[src/rtl/ct_idu_is_pkg.sv]
// Shared defaults and index helper for the AIQ launch-ready tracker.
// No timing, no flow control: constants and a pure function only.
package ct_idu_is_pkg;

  localparam int DEF_NUM_CREATE = 2;
  localparam int DEF_NUM_SRC    = 3;
  localparam int DEF_CNT_W      = 3;

  // Flat bit position of (create port k, source s) in y_create_src_match.
  function automatic int src_match_idx(input int k, input int s, input int num_src);
    return k * num_src + s;
  endfunction

endpackage

[src/rtl/ct_idu_is_aiq_lch_rdy_n_if.sv]
// Create/wake/cancel inputs and read-port outputs of one AIQ entry tracker.
// Pure wiring bundle; no handshake, every input is sampled each cycle.
interface ct_idu_is_aiq_lch_rdy_n_if
  import ct_idu_is_pkg::*;
#(
  parameter int NUM_CREATE = DEF_NUM_CREATE,
  parameter int NUM_SRC    = DEF_NUM_SRC,
  parameter int CNT_W      = DEF_CNT_W
);

  logic                          vld;
  logic                          x_create_dp_en;
  logic [NUM_SRC-1:0]            x_create_lch_rdy;
  logic [NUM_CREATE-1:0]         x_create_entry;
  logic [NUM_CREATE-1:0]         y_create_dp_en;
  logic [NUM_CREATE*NUM_SRC-1:0] y_create_src_match;
  logic                          y_wake_vld;
  logic [NUM_SRC-1:0]            y_wake_src_match;
  logic [CNT_W-1:0]              y_wake_lat;
  logic                          y_cancel;
  logic [NUM_SRC-1:0]            x_read_lch_rdy;
  logic                          x_read_all_rdy;
  logic [NUM_SRC-1:0]            x_read_pend;

  modport master (
    output vld, x_create_dp_en, x_create_lch_rdy, x_create_entry,
           y_create_dp_en, y_create_src_match,
           y_wake_vld, y_wake_src_match, y_wake_lat, y_cancel,
    input  x_read_lch_rdy, x_read_all_rdy, x_read_pend
  );

  modport slave (
    input  vld, x_create_dp_en, x_create_lch_rdy, x_create_entry,
           y_create_dp_en, y_create_src_match,
           y_wake_vld, y_wake_src_match, y_wake_lat, y_cancel,
    output x_read_lch_rdy, x_read_all_rdy, x_read_pend
  );

endinterface

[src/rtl/ct_idu_is_lch_rdy_src.sv]
// One source operand: launch-ready bit plus wake countdown, 1-cycle update.
// No backpressure; cancel/create/wake resolved by fixed priority each cycle.
module ct_idu_is_lch_rdy_src
  import ct_idu_is_pkg::*;
#(
  parameter int CNT_W = DEF_CNT_W
) (
  input  logic             y_clk,
  input  logic             cpurst,
  input  logic             vld,
  input  logic             create_en,
  input  logic             create_rdy,
  input  logic             cancel,
  input  logic             cre_any,
  input  logic             cre_rdy,
  input  logic             wake,
  input  logic [CNT_W-1:0] wake_lat,
  output logic             lch_rdy,
  output logic             pend
);

  logic             rdy_q, rdy_nxt;
  logic [CNT_W-1:0] cnt_q, cnt_nxt;
  logic             cnt_run;

  assign cnt_run = (cnt_q != '0);

  always_comb begin
    rdy_nxt = rdy_q;
    cnt_nxt = cnt_q;
    if (create_en) begin
      rdy_nxt = create_rdy;
      cnt_nxt = '0;
    end else if (vld) begin
      if (cancel && cnt_run) begin
        rdy_nxt = 1'b0;
        cnt_nxt = '0;
      end else if (cre_any) begin
        // Sibling create overrides the ready bit; the countdown keeps ticking.
        rdy_nxt = cre_rdy;
        if (cnt_run) cnt_nxt = cnt_q - CNT_W'(1);
      end else if (wake) begin
        if (wake_lat == '0) begin
          rdy_nxt = 1'b1;
          cnt_nxt = '0;
        end else begin
          cnt_nxt = wake_lat;
        end
      end else if (cnt_run) begin
        cnt_nxt = cnt_q - CNT_W'(1);
        if (cnt_q == CNT_W'(1)) rdy_nxt = 1'b1;
      end
    end
  end

  always_ff @(posedge y_clk) begin
    if (cpurst) begin
      rdy_q <= 1'b0;
      cnt_q <= '0;
    end else begin
      rdy_q <= rdy_nxt;
      cnt_q <= cnt_nxt;
    end
  end

  assign lch_rdy = rdy_q;
  assign pend    = cnt_run;

endmodule

[src/rtl/ct_idu_is_aiq_lch_rdy_n.sv]
// Per-entry AIQ launch-ready tracker: registered state 1 cycle, create bypass 0 cycles.
// No backpressure; outputs forced to zero while cpurst is high.
module ct_idu_is_aiq_lch_rdy_n
  import ct_idu_is_pkg::*;
#(
  parameter int NUM_CREATE = DEF_NUM_CREATE,
  parameter int NUM_SRC    = DEF_NUM_SRC,
  parameter int CNT_W      = DEF_CNT_W
) (
  input  logic                     y_clk,
  input  logic                     cpurst,
  ct_idu_is_aiq_lch_rdy_n_if.slave aiq
);

  logic [NUM_CREATE-1:0] cre_en;
  logic                  cre_any;
  logic                  cre_one;
  logic [NUM_SRC-1:0]    cre_rdy;
  logic [NUM_SRC-1:0]    port_match [NUM_CREATE];
  logic [NUM_SRC-1:0]    lch_rdy_q;
  logic [NUM_SRC-1:0]    pend_q;
  logic [NUM_SRC-1:0]    rd_rdy;

  for (genvar k = 0; k < NUM_CREATE; k++) begin : g_port
    assign port_match[k] = aiq.y_create_src_match[src_match_idx(k, 0, NUM_SRC) +: NUM_SRC];
  end

  // Lowest active create port wins; with exactly one active it is also the bypass source.
  always_comb begin
    cre_en  = aiq.y_create_dp_en & aiq.x_create_entry;
    cre_any = |cre_en;
    cre_one = cre_any && ((cre_en & (cre_en - NUM_CREATE'(1))) == '0);
    cre_rdy = '0;
    for (int k = NUM_CREATE - 1; k >= 0; k--) begin
      if (cre_en[k]) cre_rdy = port_match[k];
    end
  end

  for (genvar s = 0; s < NUM_SRC; s++) begin : g_src
    ct_idu_is_lch_rdy_src #(
      .CNT_W (CNT_W)
    ) u_src (
      .y_clk      (y_clk),
      .cpurst     (cpurst),
      .vld        (aiq.vld),
      .create_en  (aiq.x_create_dp_en),
      .create_rdy (aiq.x_create_lch_rdy[s]),
      .cancel     (aiq.y_cancel),
      .cre_any    (cre_any),
      .cre_rdy    (cre_rdy[s]),
      .wake       (aiq.y_wake_vld & aiq.y_wake_src_match[s]),
      .wake_lat   (aiq.y_wake_lat),
      .lch_rdy    (lch_rdy_q[s]),
      .pend       (pend_q[s])
    );
  end

  assign rd_rdy             = cre_one ? cre_rdy : lch_rdy_q;
  assign aiq.x_read_lch_rdy = cpurst ? '0 : rd_rdy;
  assign aiq.x_read_all_rdy = ~cpurst & (&rd_rdy);
  assign aiq.x_read_pend    = cpurst ? '0 : pend_q;

endmodule

[src/flat_wrapper.sv]
// flat-port wrapper written by rule: the top's interface ports become plain ports
module ct_idu_is_aiq_lch_rdy_n_flat import ct_idu_is_pkg::*;
#(
  parameter int NUM_CREATE = DEF_NUM_CREATE,
  parameter int NUM_SRC    = DEF_NUM_SRC,
  parameter int CNT_W      = DEF_CNT_W
)
  (y_clk, cpurst, aiq_vld, aiq_x_create_dp_en, aiq_x_create_lch_rdy, aiq_x_create_entry, aiq_y_create_dp_en, aiq_y_create_src_match, aiq_y_wake_vld, aiq_y_wake_src_match, aiq_y_wake_lat, aiq_y_cancel, aiq_x_read_lch_rdy, aiq_x_read_all_rdy, aiq_x_read_pend);
  ct_idu_is_aiq_lch_rdy_n_if #(.NUM_CREATE(NUM_CREATE), .NUM_SRC(NUM_SRC), .CNT_W(CNT_W)) aiq_i ();
  input  logic y_clk;
  input  logic cpurst;
  input wire logic [$bits(aiq_i.vld)-1:0] aiq_vld;
  input wire logic [$bits(aiq_i.x_create_dp_en)-1:0] aiq_x_create_dp_en;
  input wire logic [$bits(aiq_i.x_create_lch_rdy)-1:0] aiq_x_create_lch_rdy;
  input wire logic [$bits(aiq_i.x_create_entry)-1:0] aiq_x_create_entry;
  input wire logic [$bits(aiq_i.y_create_dp_en)-1:0] aiq_y_create_dp_en;
  input wire logic [$bits(aiq_i.y_create_src_match)-1:0] aiq_y_create_src_match;
  input wire logic [$bits(aiq_i.y_wake_vld)-1:0] aiq_y_wake_vld;
  input wire logic [$bits(aiq_i.y_wake_src_match)-1:0] aiq_y_wake_src_match;
  input wire logic [$bits(aiq_i.y_wake_lat)-1:0] aiq_y_wake_lat;
  input wire logic [$bits(aiq_i.y_cancel)-1:0] aiq_y_cancel;
  output wire logic [$bits(aiq_i.x_read_lch_rdy)-1:0] aiq_x_read_lch_rdy;
  output wire logic [$bits(aiq_i.x_read_all_rdy)-1:0] aiq_x_read_all_rdy;
  output wire logic [$bits(aiq_i.x_read_pend)-1:0] aiq_x_read_pend;
  assign aiq_i.vld = aiq_vld;
  assign aiq_i.x_create_dp_en = aiq_x_create_dp_en;
  assign aiq_i.x_create_lch_rdy = aiq_x_create_lch_rdy;
  assign aiq_i.x_create_entry = aiq_x_create_entry;
  assign aiq_i.y_create_dp_en = aiq_y_create_dp_en;
  assign aiq_i.y_create_src_match = aiq_y_create_src_match;
  assign aiq_i.y_wake_vld = aiq_y_wake_vld;
  assign aiq_i.y_wake_src_match = aiq_y_wake_src_match;
  assign aiq_i.y_wake_lat = aiq_y_wake_lat;
  assign aiq_i.y_cancel = aiq_y_cancel;
  assign aiq_x_read_lch_rdy = aiq_i.x_read_lch_rdy;
  assign aiq_x_read_all_rdy = aiq_i.x_read_all_rdy;
  assign aiq_x_read_pend = aiq_i.x_read_pend;
  ct_idu_is_aiq_lch_rdy_n #(.NUM_CREATE(NUM_CREATE), .NUM_SRC(NUM_SRC), .CNT_W(CNT_W)) u_core (.y_clk(y_clk), .cpurst(cpurst), .aiq(aiq_i));
endmodule
[config.mk]
export PLATFORM = sky130hd
export DESIGN_NAME = ct_idu_is_aiq_lch_rdy_n_flat
export DESIGN_NICKNAME = d
export VERILOG_FILES = /design/src/rtl/ct_idu_is_pkg.sv /design/src/rtl/ct_idu_is_aiq_lch_rdy_n_if.sv /design/src/rtl/ct_idu_is_lch_rdy_src.sv /design/src/rtl/ct_idu_is_aiq_lch_rdy_n.sv /design/src/flat_wrapper.sv
export SDC_FILE = /design/constraint.sdc
export NUM_CORES = 1
export LEC_CHECK = 0
export BUFFER_PORTS_ARGS = -buffer_cell sky130_fd_sc_hd__buf_2
export CAP_MARGIN = 5
export CORE_AREA = 2 2 53 55
export CTS_BUF_LIST = sky130_fd_sc_hd__clkbuf_16
export CTS_CLUSTER_DIAMETER = 200
export DETAILED_ROUTE_END_ITERATION = 7
export DIE_AREA = 0 0 55 57
export GPL_ROUTABILITY_DRIVEN = 0
export PLACE_DENSITY_LB_ADDON = 0.08
export SYNTH_ARGS = -nofsm -noshare
export SYNTH_HDL_FRONTEND = slang
export SYNTH_HIERARCHICAL = 1
export SYNTH_SLANG_ARGS = --single-unit
[constraint.sdc]
create_clock -name y_clk -period 2.4 [get_ports y_clk]
set_input_delay 0.6 -clock y_clk [delete_from_list [all_inputs] [get_ports y_clk]]
set_output_delay 0.6 -clock y_clk [all_outputs]
set_load 0.02 [all_outputs]
==> flow_summary.yaml, run 1 <==
yosys:
  synth_area_leaders: "dfxtp_1, ha_1, a21oi_1, nand2b_1, inv_1"
  synthSimpleGateAreaFrac_pct: 39.0
  synth-edff-count: 0
  synth_seq_cells: 12
  synthMuxAreaShare_pct: 0.766
  synth_top_family_by_area: "simple AND/OR/NAND/NOR gates"
  synth-compound-area-share_pct: 27.4
  yosysTopAreaCellShare_pct: 18.4
  syn_nets: 202
  synth.yosys.seq_area_share_pct: 18.4
  synthAdderAreaFrac_pct: 9.57
  synth_area_leader_cell: "dfxtp_1"
  async_reset_ff_share_pct: 0
  synth_xor_area_share_pct: 0
  yosys_warnings: 6
  synthesis.area_um2: 1310
  synth_cell_types: 40
  synth_cells: 167
  synth.avg_cell_area_um2: 7.83
  synth-main-ff-cell: "dfxtp_1"
cells_and_area:
  area_growth_pct: 26.8
  layout_common_cells: "buf_2, a21oi_1, inv_1"
  seqCellArea_um2: 240
  nFillCells: 228
  fin_cells: 235
  diodes: 0
  multi_input_area_um2: 1040
  final_common_cell: "buf_2"
  finish.net_count: 240
  drive_gt1_share_pct: 27.5
global_route:
  globalRouteOverflowTotal: 0
  grt_pass1_wl_um: 5740
  grt_max_degree: 22
  antenna_found_initial: 0
  track_usage_pct: 24.4
  grt_pass1_vias: 1311
clock_tree:
  clkLatencyLatePin_ns: 0.24
  cts_tree: "built"
  htree_levels: 1
  clock_path_buffers: 2
  clkTransAtPathRegs_ns: 0.04
  clock-sinks: 12
  clock-root-buffer: "clkbuf_16"
  numCtsBuffers: 3
  postCtsHoldBufs: 0
timing:
  drv_slew: 0
  hold_viol_final: 0
  fmax_mhz: 426
  slew_headroom_pct: 63.1
  tightest_slew_ns: 0.554
  skew_ns: 0.000962
  setup_violations: 0
  fin_crit_ns: 2.35
  finalCritPeriodShare_pct: 97.9
  hold_ws_ns: 0.462
critical_path:
  cp_cell_sequence: "buf_4 > nand2_4 > ha_4 > nor2_2 > a311oi_2 > nor3b_4 > buf_6"
  critPathLaunchType: "input port"
  rrSetupSlack_ns: 0.71
  critical_path_buf_inv_count: 2
  path_max_fanout: 4
  end_kind: "primary output"
  timing.rr.start: "u_core/g_src[0].u_src/cnt_q[0]$_SDFFE_PP0P_"
  cp_slowest_cell: "ha_4"
  cpPeakStageDelay_ns: 0.28
  cp_data_arrival_time_ns: 1.75
  path_delay_family: "simple AND/OR/NAND/NOR gates"
  rr_worst_depth: 6
  r2r-end: "u_core/g_src[0].u_src/lch_rdy$_SDFFE_PP0P_"
  crit_type: "input port to primary output"
  critPathRequiredTime_ns: 1.80
floorplanning:
  rows: 19
  start_util_pct: 50.0
  die_area_um2: 3140
  die_w_um: 55
  num_io_pins: 32
  dieHeight_um: 57
  core_area_um2: 2620
power:
  leakage_nw: 0.773
  ir_drop_mv: 0.380
  power_density_nw_per_um2: 445
placement:
  dp.cells: 227
  dp_hpwl_um: 2550
  io_buffers: 31
job:
  drv_cap: 0
routing:
  wl_um: 3380
  dr.pass1.iters: 4
  ant_nets: 0
  drtIter0Drc: 66
  wire_per_inst_um: 14.4
  vias: 1376
  drc: 0
  via_per_inst: 5.86
hold_path:
  min_from: "u_core/g_src[0].u_src/cnt_q[1]$_SDFFE_PP0P_"
  hold_path_class: "flip-flop to flip-flop"
  hold_path_depth: 2
  whs_endpoint: "u_core/g_src[0].u_src/cnt_q[1]$_SDFFE_PP0P_"
run_status:
  status: "finished clean"
[flip-flops by register name, indices dropped and copies added, names as in the netlist]
signal                      cells
u_core/g_src.u_src/cnt_q        9
u_core/g_src.u_src/lch_rdy      3
[cells in the mapped netlist, drive strengths merged, types with 4 or more instances]
cell,n
a21oi,15
inv,13
dfxtp,12
nor2,12
ha,10
nand2b,10
nor2b,9
nand2,7
o21a,6
nand3,5
and3,4
nor3b,4
[stage by stage]
stage	power [W]	setup WS [ns]	setup TNS, ns	util (%)	cell area (um2)
3_3_place_gp	0.000410	0.0528	0	57.8	1510
2_1_floorplan	0.000347	0.00131	0	-	1330
6_report	0.000739	0.0500	0	63.4	1660
4_1_cts	0.000731	0.0158	0	61.0	1590
3_5_place_dp	0.000416	0.00830	0	57.8	1510
5_1_grt	0.000780	-0.00826	-0.00826	63.4	1660
[layout make-up]
type,count,area share (%)
Sequential cell,12,14.5
Clock buffer,3,4.53
Tap cell,31,2.34
Timing Repair Buffer,36,12.9
Multi-Input combinational cell,139,62.6
Clock inverter,1,0.226
Inverter,13,2.94
[worst max-delay path by stage]
stage                     startpoint                  to  slack, ns  depth (start not counted)
2_1_floorplan  aiq_y_create_dp_en[0]  aiq_x_read_all_rdy      0.001                          5
3_3_place_gp   aiq_y_create_dp_en[0]  aiq_x_read_all_rdy       0.05                          7
3_5_place_dp   aiq_y_create_dp_en[0]  aiq_x_read_all_rdy      0.008                          7
4_1_cts        aiq_y_create_dp_en[0]  aiq_x_read_all_rdy       0.02                          7
5_1_grt        aiq_y_create_dp_en[1]  aiq_x_read_all_rdy     -0.008                          7
6_report       aiq_y_create_dp_en[1]  aiq_x_read_all_rdy       0.05                          7
[logic make-up (layout without fill, tap and decap cells)]
group           Yosys count  count (layout)
simple gates             77              77
compound gates           51              51
buf+inv                  16              53
mux                       1               1
flops                    12              12
fa+ha+maj                10              10
[layer usage]
layer | part of all wire (%) | track usage [%] | wire [um] | vias to the layer above
li1 | - | - | - | 692
met1 | 45 | 32.3 | 1540 | 632
met2 | 48 | 40.0 | 1630 | 47
met3 | 5.1 | 3.93 | 172 | 5
met4 | 1.1 | 7.32 | 37 | 0
met5 | 0 | 0 | 0 | -
[where the power goes]
group | switching [W] | internal, W | total [W] | leakage [nW]
Combinational | 0.000117 | 0.0000953 | 0.000212 | 0.636
Clock | 0.0000918 | 0.000220 | 0.000312 | 0.0385
Sequential | 0.00000651 | 0.000208 | 0.000215 | 0.0978
Total | 0.000215 | 0.000524 | 0.000739 | 0.773
[worst min-delay path: stages (launching register included)]
cell	delay [ns]
dfxtp_1	0.30
nand2b_1	0.06
a21boi_1	0.05
[repair_timing]
| action | in CTS | in global routing |
|---|---|---|
| setup endpoints to repair | 1 | 1 |
| pin swaps | 0 | 3 |
| hold endpoints to repair | 0 | 0 |
| gates resized for setup | 1 | 10 |
| setup buffers | 0 | 4 |
Note: power is estimated with default switching activity, not from simulation.
==> run 2, diff against run 1 <==
--- a/config.mk
+++ b/config.mk
@@ -7,13 +7,14 @@
 export LEC_CHECK = 0
 export BUFFER_PORTS_ARGS = -buffer_cell sky130_fd_sc_hd__buf_2
 export CAP_MARGIN = 5
-export CORE_AREA = 2 2 53 55
+export CORE_AREA = 2 2 59 61
 export CTS_BUF_LIST = sky130_fd_sc_hd__clkbuf_16
 export CTS_CLUSTER_DIAMETER = 200
 export DETAILED_ROUTE_END_ITERATION = 7
-export DIE_AREA = 0 0 55 57
+export DIE_AREA = 0 0 61 63
 export GPL_ROUTABILITY_DRIVEN = 0
 export PLACE_DENSITY_LB_ADDON = 0.08
+export SETUP_SLACK_MARGIN = 0.5
 export SYNTH_ARGS = -nofsm -noshare
 export SYNTH_HDL_FRONTEND = slang
 export SYNTH_HIERARCHICAL = 1
==> run 2 against run 1 <==
Compared with the run above:
- first-iteration DRC count is 4.5% lower
- maximum frequency up 2.4%
- utilization down 4.5 points
- power up 7.9%
- sequential share of layout area shrank 1.7 points
- hold slack better by 0.0084 ns
- critical path type unchanged
==> flow_summary.yaml, run 2 (synthesis gave the netlist of run 1 again) <==
timing:
  drv_slew: 0
  finalCritPeriodShare_pct: 95.6
  hold_viol_final: 0
  rsz0062_at_grt: "true"
  skew_ns: 0.00409
  fmax_mhz: 436
  tightest_slew_ns: 0.402
  setup_violations: 0
  slew_headroom_pct: 73.2
  fin_crit_ns: 2.30
global_route:
  antenna_found_initial: 0
  grt_pass1_vias: 1405
  grt_pass1_wl_um: 6160
  track_usage_pct: 20.1
  grt_max_degree: 22
  globalRouteOverflowTotal: 0
clock_tree:
  postCtsHoldBufs: 0
  htree_levels: 1
  cts_tree: "built"
  clock-sinks: 12
  clock-root-buffer: "clkbuf_16"
  clock_path_buffers: 2
  clkLatencyLatePin_ns: 0.24
  clkTransAtPathRegs_ns: 0.04
  numCtsBuffers: 3
cells_and_area:
  diodes: 0
  finish.net_count: 250
  layout_common_cells: "buf_2, buf_4, a21oi_1"
  drive_gt1_share_pct: 38.8
  nFillCells: 323
  largest_reg_flops: 9
  fin_cells: 260
  final_common_cell: "buf_2"
  regMostFlops: "u_core/g_src.u_src/cnt_q"
  area_growth_pct: 45.6
placement:
  dp.cells: 242
  dp_hpwl_um: 2650
  io_buffers: 31
critical_path:
  critical_path_buf_inv_count: 3
  critPathLaunch: "aiq_y_create_dp_en[0]"
  cp_data_arrival_time_ns: 1.70
  end_kind: "primary output"
  cpPeakStageDelay_ns: 0.26
  timing.rr.start: "u_core/g_src[1].u_src/cnt_q[0]$_SDFFE_PP0P_"
  cp_slowest_cell: "ha_4"
  cp_cell_sequence: "buf_8 > nand2_8 > ha_4 > buf_6 > a311oi_4 > nor3b_4 > buf_6"
  crit_type: "input port to primary output"
  path_delay_family: "buffers and inverters"
  crit_top_cell: "buf_6"
  critPathLaunchType: "input port"
  critPathRequiredTime_ns: 1.80
  path_max_fanout: 4
power:
  power_density_nw_per_um2: 419
  leakage_nw: 0.837
  p_clk_share_pct: 39.5
  ir_drop_mv: 0.268
  pwr-share-comb_pct: 33.4
  swShare_pct: 29.5
  pwr-share-seq_pct: 27.2
  p_int_w: 0.000562
  power.switching_w: 0.000236
  power_w: 0.000797
floorplanning:
  die_w_um: 61
  num_io_pins: 32
  rows: 21
  core_area_um2: 3230
  die_area_um2: 3840
  start_util_pct: 40.5
  dieHeight_um: 63
routing:
  vias: 1413
  drtIter0Drc: 63
  drc: 0
  wire_per_inst_um: 14.3
  wl_um: 3720
  ant_nets: 0
  dr.pass1.iters: 4
  via_per_inst: 5.43
hold_path:
  min_from: "u_core/g_src[1].u_src/cnt_q[1]$_SDFFE_PP0P_"
  hold_path_class: "flip-flop to flip-flop"
job:
  drv_cap: 0
run_status:
  status: "finished clean"
[run 2: final timing paths]
check                                                     end  slack [ns]  cells after the start
setup / recovery                           aiq_x_read_all_rdy        0.10                      7
hold / removal    u_core/g_src[1].u_src/cnt_q[1]$_SDFFE_PP0P_        0.47                      2
setup reg to reg  u_core/g_src[1].u_src/cnt_q[2]$_SDFFE_PP0P_        0.87                      5
hold reg to reg   u_core/g_src[1].u_src/cnt_q[1]$_SDFFE_PP0P_        0.47                      2
[run 2: area by class of cell]
| type | count | area [um2] | share of cell area, % |
|---|---|---|---|
| clock buffer | 3 | 75.1 | 3.94 |
| clock inverter | 1 | 3.75 | 0.197 |
| inverter | 13 | 52.6 | 2.76 |
| multi-input combinational | 139 | 1150 | 60.2 |
| sequential | 12 | 244 | 12.8 |
| tap | 46 | 57.6 | 3.02 |
| timing repair buffer | 45 | 319 | 16.8 |
| timing repair inverter | 1 | 5.00 | 0.263 |
[run 2: worst reg2reg max path, cell delays in order, from the launching register on]
cell	delay (ns)
dfxtp_2	0.35
inv_1	0.09
ha_4	0.19
or4b_1	0.51
a21oi_1	0.17
o311a_1	0.17
[run 2: repair_timing]
item	in CTS	in global routing
cloned	0	1
resized for setup	32	8
setup buffers	7	6
pin swaps	4	5
setup endpoints to repair	14	15
[run 2: through the flow]
step	setup TNS [ns]	util [%]	hold WS [ns]	setup WS [ns]	instance area, um2
floorplan	0	-	0.444	0.126	1370
global placement	0	48.7	0.453	0.0233	1580
detailed placement	-0.0291	48.7	0.460	-0.0291	1580
CTS	0	56.2	0.469	0.0775	1820
global route	0	58.9	0.498	0.0200	1900
finish	0	58.9	0.471	0.104	1900
[run 2: per-layer routing]
layer  track usage (%)  up-vias  part of all wire [%]
li1                  -      713                     -
met1              27.1      671                    47
met2              33.7       27                    50
met3              3.11        2                   3.1
met4              3.26        0                  0.22
met5                 0        -                     0
[run 2: power by group through the flow]
stage | Sequential, W | Clock (W) | Combinational (W)
3_3_place_gp | 0.000218 | 0 | 0.000206
4_1_cts | 0.000216 | 0.000322 | 0.000246
5_1_grt | 0.000217 | 0.000339 | 0.000289
2_1_floorplan | 0.000217 | 0 | 0.000140
3_5_place_dp | 0.000219 | 0 | 0.000210
6_report | 0.000216 | 0.000315 | 0.000266
